File: config.mk
export PLATFORM = sky130hd
export DESIGN_NAME = funnel_shifter_seq
export DESIGN_NICKNAME = d
export VERILOG_FILES = /design/src/rtl/funnel_pkg.sv /design/src/rtl/funnel_step.sv /design/src/rtl/funnel_shifter_seq.sv
export SDC_FILE = /design/constraint.sdc
export NUM_CORES = 1
export LEC_CHECK = 0
export ABC_AREA = 1
export CAP_MARGIN = 20
export CORE_AREA = 3 3 82 84
export CTS_CLUSTER_DIAMETER = 120
export DETAILED_ROUTE_END_ITERATION = 8
export DIE_AREA = 0 0 85 87
export GPL_TIMING_DRIVEN = 0
export SLEW_MARGIN = 10
export SYNTH_ARGS = -nofsm -noshare
export SYNTH_HDL_FRONTEND = slang
export SYNTH_SLANG_ARGS = --single-unit
File: constraint.sdc
create_clock -name clk -period 2.3 [get_ports clk]
set_input_delay 0.23 -clock clk [delete_from_list [all_inputs] [get_ports clk]]
set_output_delay 0.23 -clock clk [all_outputs]
set_load 0.005 [all_outputs]
File: src/rtl/funnel_pkg.sv
// Shared definitions for the iterative funnel shifter: mode encodings and FSM states.
package funnel_pkg;

    localparam logic [2:0] MODE_LSL = 3'b000;
    localparam logic [2:0] MODE_LSR = 3'b001;
    localparam logic [2:0] MODE_ASL = 3'b010;
    localparam logic [2:0] MODE_ASR = 3'b011;
    localparam logic [2:0] MODE_ROL = 3'b100;
    localparam logic [2:0] MODE_ROR = 3'b101;
    localparam logic [2:0] MODE_FSL = 3'b110;
    localparam logic [2:0] MODE_FSR = 3'b111;

    typedef enum logic [1:0] {
        IDLE  = 2'd0,
        SHIFT = 2'd1,
        DONE  = 2'd2
    } state_e;

endpackage

File: src/rtl/funnel_step.sv
// Single-stage combinational shift of the 2*WIDTH working word by 0..STEP positions.
// Ports:
//   word_i  working word (layout depends on mode, see funnel_shifter_seq)
//   mode_i  shift kind
//   amt_i   shift amount this stage, 0..STEP
//   word_o  shifted working word
//   bit_o   last bit that crossed the result boundary (0 when amt_i = 0 or funnel mode)
module funnel_step
    import funnel_pkg::*;
#(
    parameter  int unsigned WIDTH = 8,
    parameter  int unsigned STEP  = 1,
    localparam int unsigned AW    = $clog2(STEP) + 1
) (
    input  logic [2*WIDTH-1:0] word_i,
    input  logic [2:0]         mode_i,
    input  logic [AW-1:0]      amt_i,
    output logic [2*WIDTH-1:0] word_o,
    output logic               bit_o
);

    localparam int unsigned DW = 2 * WIDTH;
    localparam int unsigned IW = $clog2(DW);

    logic [IW-1:0] amt_w;
    logic [IW-1:0] amt_neg;

    // amt_neg = DW - amt (mod DW); a zero amount rotates by zero either way
    assign amt_w   = IW'(amt_i);
    assign amt_neg = IW'(0) - amt_w;

    always_comb begin
        word_o = word_i;
        bit_o  = 1'b0;
        case (mode_i)
            MODE_LSL, MODE_ASL: begin
                // value lives in the low half; bits leave it across position WIDTH-1
                word_o = word_i << amt_w;
                if (amt_w != '0) bit_o = word_i[IW'(WIDTH) - amt_w];
            end
            MODE_LSR: begin
                word_o = word_i >> amt_w;
                if (amt_w != '0) bit_o = word_i[IW'(WIDTH) + amt_w - IW'(1)];
            end
            MODE_ASR: begin
                word_o = $unsigned($signed(word_i) >>> amt_w);
                if (amt_w != '0) bit_o = word_i[IW'(WIDTH) + amt_w - IW'(1)];
            end
            MODE_ROL: begin
                // both halves hold the operand, so a DW-wide rotate is a WIDTH-wide rotate
                word_o = (word_i << amt_w) | (word_i >> amt_neg);
                if (amt_w != '0) bit_o = word_i[amt_neg];
            end
            MODE_ROR: begin
                word_o = (word_i >> amt_w) | (word_i << amt_neg);
                if (amt_w != '0) bit_o = word_i[amt_w - IW'(1)];
            end
            MODE_FSL: word_o = word_i << amt_w;
            MODE_FSR: word_o = word_i >> amt_w;
            default:  word_o = word_i;
        endcase
    end

endmodule

File: src/rtl/funnel_shifter_seq.sv
// Iterative funnel shifter with valid/ready handshake; shifts up to STEP bits per cycle.
// Ports:
//   clk, rst_n            clock, asynchronous active-low reset
//   in_valid / in_ready   request handshake (in_ready depends combinationally on out_ready)
//   data_a, data_b        operands (data_b used only by funnel modes)
//   mode, s_count         shift kind and amount (0 .. 2*WIDTH-1)
//   out_valid / out_ready result handshake
//   result, carry_out     shifted value and last bit shifted out
module funnel_shifter_seq
    import funnel_pkg::*;
#(
    parameter  int unsigned WIDTH = 8,
    parameter  int unsigned STEP  = 1,
    localparam int unsigned CW    = $clog2(WIDTH) + 1
) (
    input  logic             clk,
    input  logic             rst_n,
    input  logic             in_valid,
    output logic             in_ready,
    input  logic [WIDTH-1:0] data_a,
    input  logic [WIDTH-1:0] data_b,
    input  logic [2:0]       mode,
    input  logic [CW-1:0]    s_count,
    output logic             out_valid,
    input  logic             out_ready,
    output logic [WIDTH-1:0] result,
    output logic             carry_out
);

    localparam int unsigned DW = 2 * WIDTH;
    localparam int unsigned AW = $clog2(STEP) + 1;
    localparam int unsigned LW = $clog2(WIDTH);

    state_e           state_q;
    logic [CW-1:0]    rem_q;
    logic [DW-1:0]    word_q;
    logic [2:0]       mode_q;
    logic [WIDTH-1:0] result_q;
    logic             carry_q;
    logic             out_valid_q;

    logic             accept;
    logic [CW-1:0]    c_eff;
    logic [DW-1:0]    init_word;
    logic [AW-1:0]    step_amt;
    logic [CW-1:0]    rem_next;
    logic [DW-1:0]    step_word;
    logic             step_bit;

    // Result half of the working word for each mode
    function automatic logic [WIDTH-1:0] pick_result(input logic [DW-1:0] w, input logic [2:0] m);
        if (m == MODE_LSL || m == MODE_ASL || m == MODE_FSR) return w[WIDTH-1:0];
        return w[DW-1:WIDTH];
    endfunction

    assign in_ready  = (state_q == IDLE) || (state_q == DONE && out_ready);
    assign accept    = in_valid && in_ready;
    assign out_valid = out_valid_q;
    assign result    = result_q;
    assign carry_out = carry_q;

    // Effective count: modulo WIDTH for rotates, saturated at WIDTH otherwise
    always_comb begin
        if (mode == MODE_ROL || mode == MODE_ROR)
            c_eff = CW'(s_count[LW-1:0]);
        else if (s_count >= CW'(WIDTH))
            c_eff = CW'(WIDTH);
        else
            c_eff = s_count;
    end

    // Working-word layout chosen so that shifting in from the far half yields the boundary results
    always_comb begin
        init_word = {data_a, data_b};
        case (mode)
            MODE_LSL, MODE_ASL: init_word = {{WIDTH{1'b0}}, data_a};
            MODE_LSR, MODE_ASR: init_word = {data_a, {WIDTH{1'b0}}};
            MODE_ROL, MODE_ROR: init_word = {data_a, data_a};
            default:            init_word = {data_a, data_b};
        endcase
    end

    assign step_amt = (rem_q >= CW'(STEP)) ? AW'(STEP) : AW'(rem_q);
    assign rem_next = rem_q - CW'(step_amt);

    funnel_step #(
        .WIDTH (WIDTH),
        .STEP  (STEP)
    ) u_step (
        .word_i (word_q),
        .mode_i (mode_q),
        .amt_i  (step_amt),
        .word_o (step_word),
        .bit_o  (step_bit)
    );

    // Control FSM with registered result, carry and out_valid
    always_ff @(posedge clk or negedge rst_n) begin
        if (!rst_n) begin
            state_q     <= IDLE;
            rem_q       <= '0;
            word_q      <= '0;
            mode_q      <= '0;
            result_q    <= '0;
            carry_q     <= 1'b0;
            out_valid_q <= 1'b0;
        end else begin
            case (state_q)
                IDLE, DONE: begin
                    if (accept) begin
                        word_q  <= init_word;
                        mode_q  <= mode;
                        rem_q   <= c_eff;
                        carry_q <= 1'b0;
                        if (c_eff == '0) begin
                            state_q     <= DONE;
                            out_valid_q <= 1'b1;
                            result_q    <= pick_result(init_word, mode);
                        end else begin
                            state_q     <= SHIFT;
                            out_valid_q <= 1'b0;
                        end
                    end else if (state_q == DONE && out_ready) begin
                        state_q     <= IDLE;
                        out_valid_q <= 1'b0;
                    end
                end
                SHIFT: begin
                    word_q  <= step_word;
                    rem_q   <= rem_next;
                    carry_q <= step_bit;
                    if (rem_next == '0) begin
                        state_q     <= DONE;
                        out_valid_q <= 1'b1;
                        result_q    <= pick_result(step_word, mode_q);
                    end
                end
                default: begin
                    state_q     <= IDLE;
                    out_valid_q <= 1'b0;
                end
            endcase
        end
    end

endmodule
==> results of run 1 <==
[cells in the final DEF (no fill, tap or decap), types with 2 or more instances in the layout]
master	n
dfrtp_1	33
nor2_4	3
nand3_1	49
clkbuf_8	6
a21oi_1	12
nand2_2	4
o21ai_0	24
clkbuf_1	4
buf_2	10
nor2_1	32
o211ai_1	11
nand4_1	2
nand2_4	2
a21boi_1	4
nand2_1	96
nor3_1	2
o221ai_1	8
buf_4	6
clkdlybuf4s50_1	36
inv_1	42
a22oi_1	4
inv_2	3
[synth_stat cells, drive strengths merged]
library cell	instances	area, um^2
inv	46	175
nand3b	1	7.51
nand4	2	12.5
a221oi	1	8.76
o211ai	11	82.6
a211oi	1	7.51
o21ai	26	134
dfrtp	34	851
a21oi	14	85.1
nand3	50	263
nand2	102	408
ha	1	12.5
or2	1	6.26
o2bb2ai	1	8.76
a21boi	5	37.5
nor2	35	149
clkinv	1	3.75
nor3	2	10.0
a22o	1	8.76
o22ai	1	6.26
o221ai	8	70.1
clkbuf	3	11.3
buf	13	78.8
a22oi	4	30.0
[final cells by class]
class,count,area [um^2]
tap,75,93.8
buffer,16,90.1
inverter,47,179
timing repair buffer,42,425
sequential,34,852
multi-input combinational,267,1350
clock inverter,1,5.00
fill,615,2910
clock buffer,7,86.3
[power by group through the flow]
| stage | Sequential [W] | Clock [W] | Combinational [W] |
|---|---|---|---|
| floorplan | 0.00108 | 0 | 0.00182 |
| global placement | 0.00112 | 0 | 0.00260 |
| detailed placement | 0.00112 | 0 | 0.00262 |
| CTS | 0.00111 | 0.000480 | 0.00264 |
| global route | 0.00116 | 0.000500 | 0.00304 |
| finish | 0.00112 | 0.000469 | 0.00270 |
[routing by layer]
layer,track usage,vias up
li1,-,1306
met1,0.315,1213
met2,0.342,111
met3,0.0293,11
met4,0.0691,0
met5,0,-
[logic make-up (layout without fill, tap and decap cells)]
group,count (synthesis),after routing
AND/OR/NAND/NOR,193,193
AO/OA/AOI/OAI,73,73
buffers and inverters,63,113
flip-flops,34,34
adder cells (fa/ha/maj),1,1
[sequential cells by signal, indices dropped and copies added, names as in the netlist]
name       flops
word_q        16
mode_q         3
result         8
state_q        2
carry_out      1
rem_q          4
[critical path, cell delays in order (launching register included)]
cell and delay [ns]:
dfrtp_2 0.44, nor2_4 0.14, nand2_4 0.09, nand2_2 0.08
inv_1 0.04, ha_1 0.18, nor2_1 0.09, nor2_1 0.07
nor2_1 0.10, nand3_1 0.12, nand2_2 0.12, nand3_4 0.12
buf_6 0.17, nor2_1 0.13, a21oi_2 0.07
[repair_timing]
| item | in CTS | in global routing |
|---|---|---|
| endpoints found under the setup margin | 0 | 6 |
| resized for setup | 0 | 2 |
| endpoints found under the hold margin | 13 | 0 |
| setup buffers | 0 | 3 |
| hold buffers | 1 | 0 |
[per-stage QoR]
step / worst slack (ns) / cell area (um^2) / instances
after CTS: 0.147 / 3060 / 486
after global routing: 0.00875 / 3080 / 489
after global placement: 0.152 / 2930 / 476
after detailed placement: 0.158 / 2950 / 477
after floorplan: 0.430 / 2470 / 364
final: 0.220 / 3080 / 489
[how the worst max path moves through the flow]
stage | from | end | slack (ns) | cells past startpoint
after CTS | rem_q[2] | result[7] | 0.15 | 14
final | rem_q[2] | result[7] | 0.22 | 14
after floorplan | rem_q[0] | result[7] | 0.43 | 13
after global routing | rem_q[3] | result[5] | 0.009 | 14
after detailed placement | rem_q[2] | result[7] | 0.16 | 14
after global placement | rst_n | result[6] | 0.15 | 1
==> impl_metrics.tcl, run 1 <==
set metrics [dict create \
    status "completed" \
    die_area_mm2 0.00740 \
    irDropWorstVdd_v 0.000647 \
    synth-xor-area-share 0 \
    vias_per_cell 5.40 \
    wl_met3_um 479 \
    antenna_found_initial 0 \
    final_core_util 0.515 \
    fp.coreArea_mm2 0.00599 \
    clock_path_buffers 2 \
    switching_share 0.494 \
    tightest_slew_ns 0.559 \
    synthCells 364 \
    cp-end-kind "flip-flop" \
    crit_type "flip-flop to flip-flop" \
    synthAdderAreaFrac 0.00507 \
    grt-ovfl-total 0 \
    ys_types 38 \
    drcViolationCount 0 \
    grt_pass1_wl_mm 12.8 \
    clockPowerShare 0.109 \
    nets 441 \
    ff2ff_setup_slack_ns 0.22 \
    arrival_ns 2.26 \
    grt_usage 0.219 \
    n_antenna_cell 0 \
    grt_max_degree 22 \
    cts_sinks 34 \
    fin_crit_sh 0.904 \
    fin_crit_ns 2.08 \
    rsz0062_at_grt "false" \
    reg2regPathDepth 14 \
    layout-drive-gt1-share 0.104 \
    cts.htree.levels 2 \
    net-switching-power_w 0.00212 \
    highest_layer "met4" \
    finalSetupTns_ns 0 \
    path_clk_slew_ns 0.07 \
    syn_nets 392 \
    p_per_area_mw_per_mm2 1390 \
    finalPower_w 0.00429 \
    relSlewSlack 0.626 \
    setup-violations-final 0 \
    whs_ns 0.387 \
    drt_pass1_iterations 5 \
    area_growth_pct 25.0 \
    boundaryPins 38 \
    cts_root_buf "clkbuf_8" \
    cts_buffers 5 \
    routabilityCongestion 0.895 \
    cp.required_ns 2.48 \
    p_leak_nw 1.48 \
    crit_path_max_fanout 10 \
    avgSynthCellArea_um2 6.78 \
    cts_tree "yes" \
    max_cap_violations 0 \
    drt-total-wl_mm 7.68 \
    vias 2641 \
    met1_length_mm 3.69 \
    skew_ns 0.00598 \
    seq_area_frac_synth 0.345 \
    netlist_area_mm2 0.00247 \
    dp_hpwl_mm 5.86 \
    yosys.area_share.simple 0.347 \
    synth_compound_area_frac 0.194 \
    r2r_start "rem_q[2]" \
    row_count 28 \
    wl_per_cell_um 15.7 \
    hold_violations 0 \
    initial_utilization 0.412 \
    fmax_mhz 481 \
    power_frac_seq 0.261 \
    clk_latency_ns 0.29 \
    die_h_um 87 \
    dr.first_iter.drc_count 239 \
    synth_top_family_by_area "simple AND/OR/NAND/NOR gates" \
    die_width_um 85 \
    dr_wl_met2_mm 3.36 \
    synth-seq-cells 34 \
    power.internal_w 0.00217 \
    combPwrFrac 0.630 \
    grt_pass1_vias 2512 \
    reg2reg_to "result[7]" \
    port_buffers 37 \
    yosys_warnings 0 \
    drv_slew 0 \
    ant_nets 0 \
    startpoint_type "flip-flop" \
    synth_mux_area_frac 0 \
    hp-class "input pin to asynchronous set/reset pin" \
]
No activity file was read; power rests on OpenSTA's default activity.
==> inputs of run 2 (changes only) <==
--- a/config.mk
+++ b/config.mk
@@ -5,13 +5,11 @@
 export SDC_FILE = /design/constraint.sdc
 export NUM_CORES = 1
 export LEC_CHECK = 0
-export ABC_AREA = 1
 export CAP_MARGIN = 20
 export CORE_AREA = 3 3 82 84
 export CTS_CLUSTER_DIAMETER = 120
 export DETAILED_ROUTE_END_ITERATION = 8
 export DIE_AREA = 0 0 85 87
-export GPL_TIMING_DRIVEN = 0
 export SLEW_MARGIN = 10
 export SYNTH_ARGS = -nofsm -noshare
 export SYNTH_HDL_FRONTEND = slang
==> run 2 against run 1 <==
Against the previous run:
- the flow now finishes with violations (negative setup slack)
- wire length increased by 0.35%
- clock-buffer cell count unchanged
- setup slack got worse by 0.29 ns
- die area unchanged
- highest routed layer unchanged
==> impl_metrics.tcl, run 2 <==
set metrics [dict create \
    netlist_area_mm2 0.00243 \
    finalSetupTns_ns -0.145 \
    routabilityCongestion 0.842 \
    dr.first_iter.drc_count 251 \
    final_common_cell "nand2_1" \
    reg2regPathDepth 8 \
    synthArstFlopShare 1.00 \
    boundaryPins 38 \
    path_clk_slew_ns 0.08 \
    p_per_area_mw_per_mm2 1410 \
    drt_pass1_iterations 5 \
    nets 364 \
    grt-ovfl-total 0 \
    clockPowerShare 0.108 \
    max_cap_violations 0 \
    ys_types 45 \
    top_register "word_q" \
    crit_type "flip-flop to flip-flop" \
    net-switching-power_w 0.00194 \
    relSlewSlack 0.489 \
    violations "negative setup slack" \
    grt_usage 0.212 \
    arrival_ns 2.57 \
    hp-class "input pin to asynchronous set/reset pin" \
    die_width_um 85 \
    ant_nets 0 \
    final_cell_area_mm2 0.00316 \
    vias_per_cell 5.88 \
    crit_path_max_fanout 7 \
    drt-total-wl_mm 7.71 \
    synth_edf_count 0 \
    syn_nets 313 \
    antenna_found_initial 0 \
    synthCells 285 \
    skew_ns 0.0109 \
    row_count 28 \
    place_area_mm2 0.00302 \
    layout_common_cells "nand2_1 (48), clkdlybuf4s50_1 (37), dfrtp_1 (34)" \
    finalPower_w 0.00446 \
    drv_slew 0 \
    cts_buffers 5 \
    r2r_start "rem_q[1]" \
    irDropWorstVdd_v 0.000571 \
    area_growth_pct 30.0 \
    p_leak_nw 1.33 \
    cts.htree.levels 2 \
    fmax_mhz 422 \
    grt_max_degree 35 \
    die_h_um 87 \
    initial_utilization 0.406 \
    cp-end-kind "flip-flop" \
    dp_hpwl_mm 5.21 \
    layout-drive-gt1-share 0.181 \
    port_buffers 37 \
    die_area_mm2 0.00740 \
    cts_sinks 34 \
    fin_ws_ns -0.0721 \
    combPwrFrac 0.627 \
    tightest_slew_ns 0.763 \
    seq_area_frac_synth 0.350 \
    vias 2421 \
    yosysTopAreaCellShare 0.350 \
    avgSynthCellArea_um2 8.53 \
    yosys-top-cells-area "dfrtp_1 (35%), nand2_1 (7.6%), mux2_2 (6.5%)" \
    rsz0062_at_grt "true" \
    clock_path_buffers 2 \
    synth-main-ff-cell "dfrtp_1" \
    yosys_warnings 0 \
    reg2reg_to "result[0]" \
    ff2ff_setup_slack_ns -0.07 \
    wl_per_cell_um 18.7 \
    cp.required_ns 2.50 \
    synth_commonest_cells "nand2_1 (49), dfrtp_1 (34), nor2_1 (26)" \
    n_antenna_cell 0 \
    synth-seq-cells 34 \
    fp.coreArea_mm2 0.00599 \
    power_frac_seq 0.265 \
    startpoint_type "flip-flop" \
    synth_top_area_cell "dfrtp_1" \
    drcViolationCount 0 \
    fin_crit_sh 1.03 \
    yosysMostFrequentCell "nand2_1" \
    grt_pass1_vias 2283 \
    fin_crit_ns 2.37 \
    cts_tree "yes" \
    clk_latency_ns 0.30 \
    power.internal_w 0.00252 \
    switching_share 0.436 \
    status "finished with violations" \
    largest_register_ff_count 16 \
    setup-violations-final 6 \
    grt_pass1_wl_mm 12.4 \
    hold_violations 0 \
    cts_root_buf "clkbuf_8" \
    place_ws_ns -0.0319 \
]
-- run 2: cells by family after synthesis --
| group | after synthesis | synth area share |
|---|---|---|
| buffers and inverters | 22 | 0.0411 |
| adder cells (fa/ha/maj) | 1 | 0.00514 |
| multiplexers | 32 | 0.178 |
| AO/OA/AOI/OAI | 74 | 0.199 |
| XOR/XNOR | 1 | 0.00360 |
| AND/OR/NAND/NOR | 121 | 0.224 |
| flip-flops | 34 | 0.350 |
-- run 2: what timing repair did --
item / in CTS / in global routing
buffers inserted: 0 / 3
gates resized for setup: 0 / 11
pin swaps: 0 / 6
cloned: 0 / 1
hold buffers: 0 / 0
setup endpoints to repair: 2 / 8
-- run 2: critical path: stages (launching register included) --
cell and delay, ns:
dfrtp_1 0.39, nor4_2 0.26, buf_4 0.16, nor2_4 0.04
ha_4 0.26, or4b_4 0.46, o22ai_4 0.18, a22oi_2 0.20
o31ai_1 0.32
-- run 2: power groups by stage --
stage,sequential [W],clock (W),combinational [W]
2_1_floorplan,0.00112,0,0.00179
3_3_place_gp,0.00118,0,0.00258
3_5_place_dp,0.00118,0,0.00261
4_1_cts,0.00117,0.000487,0.00262
5_1_grt,0.00122,0.000511,0.00307
6_report,0.00118,0.000479,0.00280
-- run 2: how the worst max path moves through the flow --
| stage | start | end | slack, ns | cells past startpoint |
|---|---|---|---|---|
| floorplan | rem_q[1] | result[7] | -0.06 | 9 |
| global placement | rem_q[1] | result[0] | 0.03 | 8 |
| detailed placement | rem_q[1] | result[0] | -0.03 | 8 |
| CTS | rem_q[1] | result[0] | -0.05 | 8 |
| global route | rem_q[1] | result[0] | -0.20 | 8 |
| finish | rem_q[1] | result[0] | -0.07 | 8 |
-- run 2: layout make-up --
type	instances	area, um^2
flip-flops and latches	34	851
multi-input cells	230	1550
repair buffers	61	563
well taps	75	93.8
inverters	4	15.0
clock inverters	1	5.00
clock buffers	7	86.3
fillers	569	2830
-- run 2: per-layer routing --
| layer | share of wire | GRT usage | vias up |
|---|---|---|---|
| li1 | - | - | 1158 |
| met1 | 0.47 | 0.312 | 1151 |
| met2 | 0.45 | 0.322 | 102 |
| met3 | 0.068 | 0.0312 | 10 |
| met4 | 0.015 | 0.0604 | 0 |
| met5 | 0 | 0 | - |
-- run 2: per-stage QoR --
step           hold WS (ns)  std cells   util
5_1_grt               0.402        412  0.528
3_3_place_gp          0.461        400  0.504
4_1_cts               0.369        408  0.519
2_1_floorplan       -0.0656        285      -
3_5_place_dp          0.473        400  0.504
6_report              0.346        412  0.528
==> inputs of run 3 (changes only) <==
==> constraint.sdc (replaced) <==
create_clock -name clk -period 2.82 [get_ports clk]
set_input_delay 0.282 -clock clk [delete_from_list [all_inputs] [get_ports clk]]
set_output_delay 0.282 -clock clk [all_outputs]
set_load 0.005 [all_outputs]
==> run 3 against run 2 <==
Against the previous run:
- the run now ends clean
- sequential cell count unchanged
- cell count decreased by 3.6%
- sequential power decreased by 12%
- first-iteration DRC count decreased by 9.6%
- sequential share of layout area increased by 1.6 points
- cell area decreased by 5.5%
- critical endpoint is now result[7]
- largest cell class unchanged
==> impl_metrics.tcl, run 3 (same netlist as run 2, synthesis figures left out) <==
set metrics [dict create \
    status "completed" \
    max_cap_violations 0 \
    ctsResizeCount 0 \
    cp-end-kind "flip-flop" \
    routabilityCongestion 0.834 \
    drcViolationCount 0 \
    crit_path_max_fanout 6 \
    die_width_um 85 \
    grt_pass1_wl_mm 11.8 \
    max_stage_delay_ns 0.46 \
    vias 2357 \
    relSlewSlack 0.428 \
    fp.coreArea_mm2 0.00599 \
    die_area_mm2 0.00740 \
    irDropWorstVdd_v 0.000403 \
    cts_setup_buffers 0 \
    register_area_um2 851 \
    reg2regPathDepth 8 \
    top_register "word_q" \
    p_per_area_mw_per_mm2 1100 \
    dr.first_iter.drc_count 227 \
    tightest_slew_ns 0.855 \
    rsz0062_at_grt "false" \
    final_core_util 0.499 \
    dp_hpwl_mm 4.86 \
    hold_violations 0 \
    path_clk_slew_ns 0.07 \
    row_count 28 \
    reg2reg_to "result[7]" \
    path_buf_inv 0 \
    grt-ovfl-total 0 \
    drv_slew 0 \
    cts_buffers 5 \
    nets 349 \
    fin_ws_ns 0.249 \
    multi_input_area_mm2 0.00149 \
    place_area_mm2 0.00289 \
    fmax_mhz 389 \
    clk_latency_ns 0.29 \
    wl_per_cell_um 18.1 \
    drt_pass1_iterations 4 \
    r2r_start "rem_q[0]" \
    startpoint_type "flip-flop" \
    fin_crit_sh 0.912 \
    ant_nets 0 \
    layout_common_cells "nand2_1 (49), clkdlybuf4s50_1 (37), dfrtp_1 (34)" \
    cts_sinks 34 \
    cts.htree.levels 2 \
    vias_per_cell 5.94 \
    grt_max_degree 35 \
    finalSetupTns_ns 0 \
    boundaryPins 38 \
    cp_cell_sequence "nor4_1, nor2_1, ha_1, or4b_1, o22ai_2, nand2_1, a211o_1, o221ai_1" \
    cpMaxStageDelayCell "or4b_1" \
    grt_pass1_vias 2205 \
    cts_root_buf "clkbuf_8" \
    arrival_ns 2.78 \
    largest_register_ff_count 16 \
    cpLargestDelayFamily "simple AND/OR/NAND/NOR gates" \
    grt_usage 0.205 \
    layout-drive-gt1-share 0.124 \
    antenna_found_initial 0 \
    die_h_um 87 \
    crit_type "flip-flop to flip-flop" \
    cp.required_ns 3.03 \
    final_cell_area_mm2 0.00299 \
    setup-violations-final 0 \
    cts_tree "yes" \
    fin_crit_ns 2.57 \
    port_buffers 37 \
    area_growth_pct 22.9 \
    initial_utilization 0.406 \
    place_ws_ns 0.129 \
    final_common_cell "nand2_1" \
    hp-class "input pin to asynchronous set/reset pin" \
    drt-total-wl_mm 7.18 \
    skew_ns 0.00622 \
    p_leak_nw 1.25 \
    n_fill_cell 587 \
    clock_path_buffers 2 \
    n_antenna_cell 0 \
    whs_ns 0.400 \
    cts.hold.buffers_added 0 \
    ff2ff_setup_slack_ns 0.25 \
]
[run 3: worst max-delay path by stage]
| stage | startpoint | to | slack, ns | cells after the start |
|---|---|---|---|---|
| 6_report | rem_q[0] | result[7] | 0.25 | 8 |
| 4_1_cts | rem_q[0] | result[0] | 0.10 | 7 |
| 3_3_place_gp | rem_q[0] | result[0] | 0.29 | 7 |
| 2_1_floorplan | rem_q[0] | result[1] | 0.17 | 10 |
| 5_1_grt | rem_q[0] | result[7] | 0.05 | 8 |
| 3_5_place_dp | rem_q[0] | result[0] | 0.13 | 7 |
[run 3: power breakdown]
group / internal, W / leakage [nW] / switching, W
clock network: 0.000197 / 0.0482 / 0.000187
logic: 0.000939 / 0.778 / 0.000941
registers: 0.000722 / 0.425 / 0.000317
[run 3: area by class of cell]
cell class,instances,share of cell area
Sequential cell,34,0.285
Tap cell,75,0.0314
Timing Repair Buffer,47,0.149
Clock inverter,1,0.00167
Inverter,4,0.00502
Clock buffer,7,0.0289
Multi-Input combinational cell,229,0.499
[run 3: layer usage]
| metal | track usage | routed length, um | vias to the layer above |
|---|---|---|---|
| li1 | - | - | 1124 |
| met3 | 0.0416 | 437 | 7 |
| met2 | 0.319 | 3370 | 75 |
| met1 | 0.287 | 3300 | 1151 |
| met5 | 0 | 0 | - |
| met4 | 0.0604 | 79 | 0 |
[run 3: per-stage QoR]
stage               std cells  total power [W]
CTS                       397          0.00328
floorplan                 285          0.00229
finish                    397          0.00330
detailed placement        389          0.00288
global route              397          0.00359
global placement          389          0.00286
